## src/rtl/tdm_demux_4ch.sv

```systemverilog
// tdm_demux_4ch: receive side of a 4-slot TDM link. It aligns to the frame-start marker and
// collects slots 0..3. A complete frame is published on O0..O3 in a single update, and the
// block keeps frame and sync-error counters for the link status logic.
module tdm_demux_4ch #(
    parameter int unsigned WIDTH = 8,
    parameter int unsigned ERR_W = 8,
    parameter int unsigned FRM_W = 16
) (
    input  logic             clk,
    input  logic             rst,
    input  logic [WIDTH-1:0] din,
    input  logic             din_valid,
    input  logic             fs,
    output logic [WIDTH-1:0] O0,
    output logic [WIDTH-1:0] O1,
    output logic [WIDTH-1:0] O2,
    output logic [WIDTH-1:0] O3,
    output logic             frame_valid,
    output logic [1:0]       sel,
    output logic             locked,
    output logic             sync_err,
    output logic [FRM_W-1:0] frame_cnt,
    output logic [ERR_W-1:0] err_cnt
);

    typedef enum logic [0:0] {StHunt, StLock} state_e;

    state_e           state_q, state_d;
    logic [1:0]       sel_q, sel_d;
    logic [WIDTH-1:0] shadow0_q, shadow0_d;
    logic [WIDTH-1:0] shadow1_q, shadow1_d;
    logic [WIDTH-1:0] shadow2_q, shadow2_d;
    logic [WIDTH-1:0] o0_q, o0_d, o1_q, o1_d, o2_q, o2_d, o3_q, o3_d;
    logic             frame_valid_q, frame_valid_d;
    logic             sync_err_q, sync_err_d;
    logic [FRM_W-1:0] frame_cnt_q, frame_cnt_d;
    logic [ERR_W-1:0] err_cnt_q, err_cnt_d;

    // Next-state: slot tracking, shadow capture, frame publish and counters.
    always_comb begin
        state_d       = state_q;
        sel_d         = sel_q;
        shadow0_d     = shadow0_q;
        shadow1_d     = shadow1_q;
        shadow2_d     = shadow2_q;
        o0_d          = o0_q;
        o1_d          = o1_q;
        o2_d          = o2_q;
        o3_d          = o3_q;
        frame_valid_d = 1'b0;
        sync_err_d    = 1'b0;
        frame_cnt_d   = frame_cnt_q;
        err_cnt_d     = err_cnt_q;

        if (din_valid) begin
            unique case (state_q)
                StHunt: begin
                    // Words before the first marker are dropped silently.
                    if (fs) begin
                        shadow0_d = din;
                        sel_d     = 2'd1;
                        state_d   = StLock;
                    end
                end
                StLock: begin
                    if (fs) begin
                        // An early marker abandons the partial frame and restarts at slot 0.
                        sync_err_d = (sel_q != 2'd0);
                        shadow0_d  = din;
                        sel_d      = 2'd1;
                    end else if (sel_q == 2'd0) begin
                        // Missing marker: alignment lost.
                        sync_err_d = 1'b1;
                        state_d    = StHunt;
                    end else if (sel_q == 2'd3) begin
                        o0_d          = shadow0_q;
                        o1_d          = shadow1_q;
                        o2_d          = shadow2_q;
                        o3_d          = din;
                        frame_valid_d = 1'b1;
                        frame_cnt_d   = frame_cnt_q + 1'b1;
                        sel_d         = 2'd0;
                    end else begin
                        if (sel_q == 2'd1) begin
                            shadow1_d = din;
                        end else begin
                            shadow2_d = din;
                        end
                        sel_d = sel_q + 2'd1;
                    end
                end
                default: state_d = StHunt;
            endcase
        end

        // Error counter sticks at all-ones.
        if (sync_err_d && (err_cnt_q != {ERR_W{1'b1}})) begin
            err_cnt_d = err_cnt_q + 1'b1;
        end
    end

    // State and output registers, cleared asynchronously.
    always_ff @(posedge clk or posedge rst) begin
        if (rst) begin
            state_q       <= StHunt;
            sel_q         <= 2'd0;
            shadow0_q     <= '0;
            shadow1_q     <= '0;
            shadow2_q     <= '0;
            o0_q          <= '0;
            o1_q          <= '0;
            o2_q          <= '0;
            o3_q          <= '0;
            frame_valid_q <= 1'b0;
            sync_err_q    <= 1'b0;
            frame_cnt_q   <= '0;
            err_cnt_q     <= '0;
        end else begin
            state_q       <= state_d;
            sel_q         <= sel_d;
            shadow0_q     <= shadow0_d;
            shadow1_q     <= shadow1_d;
            shadow2_q     <= shadow2_d;
            o0_q          <= o0_d;
            o1_q          <= o1_d;
            o2_q          <= o2_d;
            o3_q          <= o3_d;
            frame_valid_q <= frame_valid_d;
            sync_err_q    <= sync_err_d;
            frame_cnt_q   <= frame_cnt_d;
            err_cnt_q     <= err_cnt_d;
        end
    end

    assign O0          = o0_q;
    assign O1          = o1_q;
    assign O2          = o2_q;
    assign O3          = o3_q;
    assign frame_valid = frame_valid_q;
    assign sync_err    = sync_err_q;
    assign sel         = sel_q;
    assign locked      = (state_q == StLock);
    assign frame_cnt   = frame_cnt_q;
    assign err_cnt     = err_cnt_q;

endmodule

```

## config.mk

```make
export PLATFORM = sky130hd
export DESIGN_NAME = tdm_demux_4ch
export DESIGN_NICKNAME = d
export VERILOG_FILES = /design/src/rtl/tdm_demux_4ch.sv
export SDC_FILE = /design/constraint.sdc
export NUM_CORES = 1
export LEC_CHECK = 0
export ABC_CLOCK_PERIOD_IN_PS = 2520
export CAP_MARGIN = 20
export CORE_MARGIN = 2
export CORE_UTILIZATION = 46
export DETAILED_ROUTE_END_ITERATION = 10
export PLACE_DENSITY_LB_ADDON = 0.15
export SKIP_LAST_GASP = 1
export SYNTH_ARGS = -nofsm -noshare
export SYNTH_HDL_FRONTEND = slang
export SYNTH_SLANG_ARGS = --single-unit
```

## constraint.sdc

```tcl
create_clock -name clk -period 2.52 [get_ports clk]
set_input_delay 0.252 -clock clk [delete_from_list [all_inputs] [get_ports clk]]
set_output_delay 0.252 -clock clk [all_outputs]
set_load 0.01 [all_outputs]
```

==> metrics.yaml <==
worst_setup_path:
  critPathKind: "register to register"
  start_kind: "register"
  cp_max_fo: 6
  critical_path_arrival_ps: 2430
  cp_cell_sequence: "inv_1, ha_1, ha_1, and3b_1, nand4_1, nor3_1, mux2_2"
  slowest_delay_ps: 470
  cpMostUsedCell: "ha_1"
  slowest_stage: "dfrtp_1"
  crit_required_ps: 2760
  cp-end-kind: "register"
yosys:
  syn_avg_cell_area_um2: 14.4
  synthFlopType: "dfrtp_1"
  ys_warn_count: 0
  syn_inst: 248
  seq_area_frac_synth_pct: 59.7
  syn_nets: 267
  syn_area_mm2: 0.00356
  ys_async_sr_fraction_pct: 100
  synth_cell_types: 34
  ys_seq_elements: 85
  synth-edff-count: 0
floorplanning:
  die_area_mm2: 0.00846
  rows: 32
  core-area_mm2: 0.00761
  fp.dieH_um: 92
  initial_core_util_pct: 46.8
  num_io_pins: 73
  die_w_um: 92
drt:
  drc: 0
  avgRoutedWirePerCell_um: 14.6
  ant_nets: 0
  routed_wl_mm: 6.38
  viasPerCell: 5.06
  vias: 2206
  drtIter0Drc: 36
  dr.pass1.iters: 4
global_route:
  grt_max_degree: 36
  grt_use_total_pct: 16.2
  grt_pass1_wl_mm: 10.7
  grt_pass1_vias: 2153
  antenna_found_initial: 0
  overflow: 0
sta:
  slew_headroom_pct: 60.7
  final-setup-viol-count: 0
  drv_slew: 0
  final.setup_skew_ps: 8.00
  rsz0062_at_grt: "no"
  period_share_pct: 86.9
  final.setup.tns_ps: 0
  fmax_ghz: 0.457
  tightest_slew_ps: 584
  min_period_ps: 2190
  hold_viol: 0
placed_design:
  hpwl_mm: 4.34
  io_buffers: 72
  place.gp.congestion: 0.806
  dpl-instance-area_mm2: 0.00441
power:
  power.density_mw_per_mm2: 1050
  leakagePower_nw: 2.09
  ir_drop_mv: 0.457
clock_network:
  clock_path_buffers: 2
  clock_sinks: 85
  cts_tree: "built"
  htreeDepth: 3
  postCtsHoldBufs: 0
  clockRootBuffer: "clkbuf_8"
  cts_resized: 0
  postCtsSetupBuffers: 0
  cts_buffers: 9
  path_clk_slew_ps: 90
  clkLatencyLatePin_ps: 350
cells_and_area:
  nFillCells: 608
  area_growth_pct: 30.3
  nNetsFinal: 348
  antenna_cells: 0
  utilization_pct: 61.0
  layout-drive-gt1-share_pct: 26.0
  postLayoutCellArea_mm2: 0.00464
min_path:
  min_path_type: "input port to async pin"
flow_run:
  drv_cap: 0
run_status:
  status: "completed"
report_power, final:
group          switching, mW  internal (mW)  total [mW]  leakage [nW]
clock                  0.498          0.594        1.09         0.113
combinational          0.597           1.04        1.63         0.892
sequential             0.305           1.82        2.13          1.09
total                   1.40           3.45        4.85          2.09
routing by layer:
layer  GRT usage (%)  share of wire, %  vias to the layer above
li1                -                 -                     1035
met1            22.9                49                     1113
met2            24.1                45                       47
met3            3.37               4.2                       11
met4            7.46               1.8                        0
met5               0                 0                        -
path summary, 6_finish.rpt:
kind | start | to | slack, ps | cells past startpoint
min | rst | err_cnt[6] | 250 | 2
min reg2reg | frame_cnt[15] | frame_cnt[15] | 460 | 1
max | sel[0] | err_cnt[7] | 330 | 7
max in group asynchronous | rst | O3[6] | 1600 | 3
min in group clk | frame_cnt[15] | frame_cnt[15] | 460 | 1
max reg2reg | sel[0] | err_cnt[7] | 330 | 7
stage by stage:
stage | power, mW | setup WS [ps] | instances | hold slack (ps)
detailed placement | 3.82 | 216 | 420 | 459
finish | 4.85 | 330 | 436 | 253
global route | 5.13 | 203 | 436 | 305
CTS | 4.91 | 338 | 436 | 267
global placement | 3.77 | 316 | 420 | 455
floorplan | 2.98 | 74.5 | 248 | 398
registers in the layout, indices dropped and copies added (netlist names):
signal / cells
err_cnt: 8
frame_cnt: 16
sync_err: 1
O2: 8
O3: 8
shadow2_q: 8
O1: 8
shadow0_q: 8
shadow1_q: 8
O0: 8
frame_valid: 1
sel: 2
locked: 1
kinds of logic after synthesis:
kind of cell | after synthesis | share of synthesized area, %
mux | 61 | 20.1
flops | 85 | 59.7
xor+xnor | 18 | 4.43
fa+ha+maj | 7 | 2.46
buf+inv | 14 | 2.28
simple gates | 56 | 9.84
compound gates | 7 | 1.16
cell type report:
class | count | area (µm²) | area share (%)
sequential | 85 | 2130 | 45.8
inverter | 7 | 27.5 | 0.593
timing repair buffer | 77 | 771 | 16.6
clock buffer | 10 | 138 | 2.96
multi-input combinational | 149 | 1360 | 29.3
clock inverter | 6 | 93.8 | 2.02
tap | 102 | 128 | 2.75
synth_stat cells (3+ instances only):
| master | n | area share (%) |
|---|---|---|
| a21oi_1 | 3 | 0.42 |
| dfrtp_1 | 85 | 60 |
| xor2_1 | 8 | 2.0 |
| ha_1 | 7 | 2.5 |
| nand4_1 | 7 | 1.2 |
| nand2b_1 | 3 | 0.53 |
| nand2_1 | 16 | 1.7 |
| buf_4 | 3 | 0.63 |
| nand3_1 | 5 | 0.70 |
| mux2_4 | 8 | 3.4 |
| nor3_1 | 3 | 0.42 |
| inv_1 | 7 | 0.74 |
| and4_1 | 3 | 0.74 |
| mux2_2 | 53 | 17 |
| xnor2_1 | 10 | 2.5 |
cell usage in the layout (no fill, tap or decap), types with 5 or more instances in the layout:
| cell | netlist | layout |
|---|---|---|
| xor2_1 | 8 | 8 |
| nand2_1 | 16 | 16 |
| mux2_4 | 8 | 8 |
| inv_1 | 7 | 6 |
| mux2_2 | 53 | 53 |
| ha_1 | 7 | 7 |
| clkdlybuf4s50_1 | 0 | 72 |
| dfrtp_1 | 85 | 85 |
| clkbuf_8 | 0 | 10 |
| nand4_1 | 7 | 7 |
| nand3_1 | 5 | 5 |
| xnor2_1 | 10 | 10 |
worst max-delay path: cells and delay by family (launching register included):
kind                       cells  cell delay, ps
buffers and inverters          1             100
DFF                            1             470
adders and majority gates      2             500
and+or+nand+nor                3             660
muxes                          1             350
Note: power is estimated with default switching activity, not from simulation.
==> variant 1: new RTL, same settings <==
Take the reset off `o2_q` and load it in a clocked block of its own.
--- a/src/rtl/tdm_demux_4ch.sv
+++ b/src/rtl/tdm_demux_4ch.sv
@@ -110,5 +110,4 @@
             o0_q          <= '0;
             o1_q          <= '0;
-            o2_q          <= '0;
             o3_q          <= '0;
             frame_valid_q <= 1'b0;
@@ -124,5 +123,4 @@
             o0_q          <= o0_d;
             o1_q          <= o1_d;
-            o2_q          <= o2_d;
             o3_q          <= o3_d;
             frame_valid_q <= frame_valid_d;
@@ -131,4 +129,8 @@
             err_cnt_q     <= err_cnt_d;
         end
+    end
+
+    always_ff @(posedge clk) begin
+        o2_q <= o2_d;
     end
 
Function: changed (Yosys sat finds a counterexample within 10 cycles, from zero or initial values and one cycle with rst high; the reset may be asserted at any time).
==> variant 1 against the unedited design <==
Core utilization is 0.94 points higher. Synthesized area is 3.2% lower. Global-route usage is 0.70 points higher. Worst setup slack better by 0.19 ns. Total power is 9.9% lower. Via count is 6.5% higher. Fmax is 9.3% higher. First-iteration DRC count is 140% higher. Cell count is 8.7% higher. Routed wire length is 0.60% higher. Sequential cell count stayed put. Sequential share of layout area is 2.4 points higher. Design area is 3.2% lower.
==> variant 1: results (changes against the unedited design) <==
status complete, no violations (unchanged); fillers 626 (was 608); later-pin clock latency in the skew report 0.35 ns (about the same); Nets 389 (was 348); Comb. pwr 0.00139 W (was 0.00163 W); post-CTS setup buffers 0 (unchanged); gpl congestion 0.8485 (was 0.8055); routed wl met3 280 um (was 269 um); met1 Use GR 22.58% (was 22.92%); n_diodes 0 (unchanged); LEAKAGE 2.033 nW (was 2.091 nW); critical path arrival 2.06 ns (was 2.43 ns); DR top layer met4 (unchanged); Net Sw Frac 31.63% (was 28.85%); final wirelength 6413 um (was 6375 um); Worst Path Max Fanout 24 (was 6); Synth Warn # 0 (unchanged); Worst R2R Path Depth 6 (was 7); post-CTS sizing 0 (unchanged); cell with the most instances after synthesis nand2_1 (was dfrtp_1); Largest register FFs 16 (unchanged); DR vias 2349 (was 2206); Met1 Routed Length 3021 um (was 3136 um); M2 GR Usage 26.87% (was 24.14%); 1st-pass router iterations 4 (unchanged); slowest stage cell, crit path and4bb_1 (was dfrtp_1); # H-tree levels 3 (unchanged); Peak VDD IR 484.8 uV (was 456.8 uV); 1st-iter DRT viols 85 (was 36); Top FF cell, synth dfrtp_1 (unchanged); crit-path max cell delay around 0.48 ns; part of the power in registers 48.0% (was 43.8%); Mapped Nets 309 (was 267); count of different cell masters after synthesis 36 (was 34); largest net degree at the start of global routing 43 (was 36); flop2flop setup slack 0.52 ns (was 0.33 ns); ys async rst share 90.59% (was 100.0%); Hold Path Class primary input to async pin (unchanged); gr usage total 16.90% (was 16.21%); RR Startpoint sel[0] (unchanged); Rel. slew slack 58.03% (was 60.74%); Final Skew 0.01376 ns (was 0.008003 ns); clk root buf clkbuf_8 (unchanged); Seq/Total Area, Yosys 62.82% (was 59.71%); CP delay by family, top simple AND/OR/NAND/NOR gates (unchanged); Synth area leaders dfrtp_1 56%, nand2_1 9.6%, edfxtp_1 7.0% (was dfrtp_1 60%, mux2_2 17%, mux2_4 3.4%); WL met2 3004 um (was 2853 um); IO buf count 72 (unchanged); reg-to-reg endpoint O2[7] (was err_cnt[7]); Post-synth EDFFs 8 (was 0); layout cells sized above 1 12.27% (was 26.05%); post-DP HPWL 4342 um (was 4338 um); CTS Buf Count 9 (unchanged); synth cell count leaders 88 x nand2_1, 77 x dfrtp_1, 19 x mux2_2 (was 85 x dfrtp_1, 53 x mux2_2, 16 x nand2_1); Max clock buf depth 2 (unchanged); M3 GR Usage 3.506% (was 3.369%); first-pass GRT wire length 11070 um (was 10710 um)
-- variant 1: worst max path at each step --
stage	from	endpoint	slack, ns	cells past startpoint
2_1_floorplan	rst	O0[0]	0.30	1
3_3_place_gp	fs	err_cnt[5]	0.41	6
3_5_place_dp	fs	err_cnt[5]	0.37	6
4_1_cts	sel[0]	shadow1_q[1]	0.50	5
5_1_grt	sel[0]	shadow1_q[1]	0.36	5
6_report	sel[0]	O2[7]	0.52	6
-- variant 1: final cells by class --
class | instances | area, um2 | area share [%]
Sequential cell | 85 | 2167 | 48.20
Multi-Input combinational cell | 191 | 1220 | 27.14
Timing Repair Buffer | 76 | 775.7 | 17.26
Clock buffer | 9 | 123.9 | 2.755
Tap cell | 99 | 123.9 | 2.755
Clock inverter | 7 | 57.56 | 1.280
Inverter | 7 | 27.53 | 0.6123
-- variant 1: kinds of logic (layout without fill, tap and decap cells) --
family                     after synthesis  in the layout  synth area share, %
and+or+nand+nor                        127            127                17.30
DFF                                     85             85                62.82
muxes                                   27             27                8.814
xor gates and xnor gates                17             17                4.316
buffers and inverters                   14             99                1.813
AOI/OAI and AO/OA                       13             13                2.394
adders and majority gates                7              7                2.539
-- variant 1: per-stage QoR --
stage | hold slack [ns] | total power, W | area, um2 | std cells | worst slack [ns]
finish | 0.2894 | 0.004373 | 4496 | 474 | 0.5174
global route | 0.3487 | 0.004669 | 4496 | 474 | 0.3598
CTS | 0.3089 | 0.004431 | 4496 | 474 | 0.5000
detailed placement | 0.4280 | 0.003537 | 4314 | 458 | 0.3665
global placement | 0.4264 | 0.003500 | 4314 | 458 | 0.4099
floorplan | 0.3574 | 0.002800 | 3450 | 290 | 0.3013
==> variant 2: new RTL, same settings <==
Without the edit above. Change the parameter `FRM_W` from 16 to 32.
--- a/src/rtl/tdm_demux_4ch.sv
+++ b/src/rtl/tdm_demux_4ch.sv
@@ -5,5 +5,5 @@
     parameter int unsigned WIDTH = 8,
     parameter int unsigned ERR_W = 8,
-    parameter int unsigned FRM_W = 16
+    parameter int unsigned FRM_W = 32
 ) (
     input  logic             clk,
Interface: changed (resized frame_cnt); port bits go from 73 to 89. The function was not compared with the original's and may differ.
==> variant 2 against the unedited design <==
Total power increased by 2.4%. Sequential share of layout area increased by 0.078 points. Synthesized area rose by 19%. Sequential cell count grew 16. Clock power fell by 5%. Largest power group unchanged. Worst setup slack got worse by 0.028 ns. Cell count rose by 36%. Routed wire length grew 34%. Design area grew 19%.
==> variant 2: results (changes against the unedited design) <==
routed wl met3 332 um (was 269 um); Multi-input comb cells 262 (was 149); Clock buf/inv share 3.612% (was 4.985%); Worst Path Max Fanout 9 (was 6); first-pass GRT wire length 14520 um (was 10710 um); worst slew pin tran 0.6223 ns (was 0.5836 ns); count of different cell masters after synthesis 32 (was 34); synthesized instance count 381 (was 248); DP Worst Slack 0.3229 ns (was 0.2165 ns); post-DP HPWL 5905 um (was 4338 um); DP Area 5309 um2 (was 4412 um2); final instance area 5508 um2 (was 4643 um2); WL met2 3876 um (was 2853 um); vias in the first global route 2978 (was 2153); synth cell count leaders 115 x nand2_1, 101 x dfrtp_1, 33 x xnor2_1 (was 85 x dfrtp_1, 53 x mux2_2, 16 x nand2_1); die area 9999 um2 (was 8464 um2); clock buffers 10 (unchanged); status complete, no violations (unchanged); LEAKAGE 2.496 nW (was 2.091 nW); largest net degree at the start of global routing 44 (was 36); combined area of the multi-input logic cells 1627 um2 (was 1359 um2); Peak VDD IR 453.0 uV (was 456.8 uV); Finished Layout Cells 594 (was 436); Final Skew 0.01295 ns (was 0.008003 ns); fillers 761 (was 608); layout cells sized above 1 12.01% (was 26.05%); crit-path max cell delay 0.54 ns (was 0.47 ns); NonClk Buf Share 17.90% (was 16.60%); Seq/Total Area, Yosys 59.62% (was 59.71%); 1st-iter DRT viols 104 (was 36); Met1 Routed Length 4214 um (was 3136 um); slowest stage cell, crit path nor3_1 (was dfrtp_1); fraction of area in registers 45.89% (was 45.81%); critical path arrival 2.47 ns (was 2.43 ns); gr usage total 18.33% (was 16.21%); vias per cell 5.076 (was 5.060); gpl congestion 0.7603 (was 0.8055); Nets 497 (was 348); Plain + repair buffers 97 (was 77); Largest register FFs 32 (was 16); Mapped Nets 400 (was 267); FFs & Latches 101 (was 85); DR WL/cell 14.37 um (was 14.62 um)
-- variant 2: changes by cell type in the layout (fill, tap and decap cells not counted), sizes merged, moves of 15 or more --
cell,unedited run,this run
nand2,16,115
clkdlybuf4s50,72,88
dfrtp,85,101
xnor2,10,33
mux2,61,25
nand4,7,22
-- variant 2: worst max-delay path, delay by kind of cell, from the launching register on --
family | cells | cell delay (ns)
flops | 1 | 0.45
xor+xnor | 1 | 0.16
simple gates | 3 | 0.95
buf+inv | 2 | 0.13
fa+ha+maj | 2 | 0.42
-- variant 2: cell families after synthesis --
| kind of cell | share of synthesized area, % |
|---|---|
| simple gates | 20.84 |
| mux | 6.641 |
| fa+ha+maj | 2.066 |
| flops | 59.62 |
| xor+xnor | 7.851 |
| compound gates | 0.9743 |
| buf+inv | 2.007 |
-- variant 2: final timing paths --
path / from / endpoint / slack [ns] / cells after the start
setup / recovery: sel[0] / frame_cnt[9] / 0.30 / 8
hold / removal: rst / frame_cnt[24] / 0.31 / 2
setup reg to reg: sel[0] / frame_cnt[9] / 0.30 / 8
hold reg to reg: shadow2_q[5] / O2[5] / 0.47 / 2
max in group asynchronous: rst / shadow2_q[5] / 1.58 / 3
min in group clk: shadow2_q[5] / O2[5] / 0.47 / 2
-- variant 2: layer usage --
layer / vias to the layer above / GRT usage [%]
met5: - / 0
met4: 0 / 7.165
met3: 10 / 3.552
met2: 61 / 27.13
met1: 1474 / 26.83
li1: 1470 / -
-- variant 2: power by group --
part / switching [W] / internal (W)
sequential: 0.000319 / 0.00207
combinational: 0.000653 / 0.000884
clock: 0.000574 / 0.000471
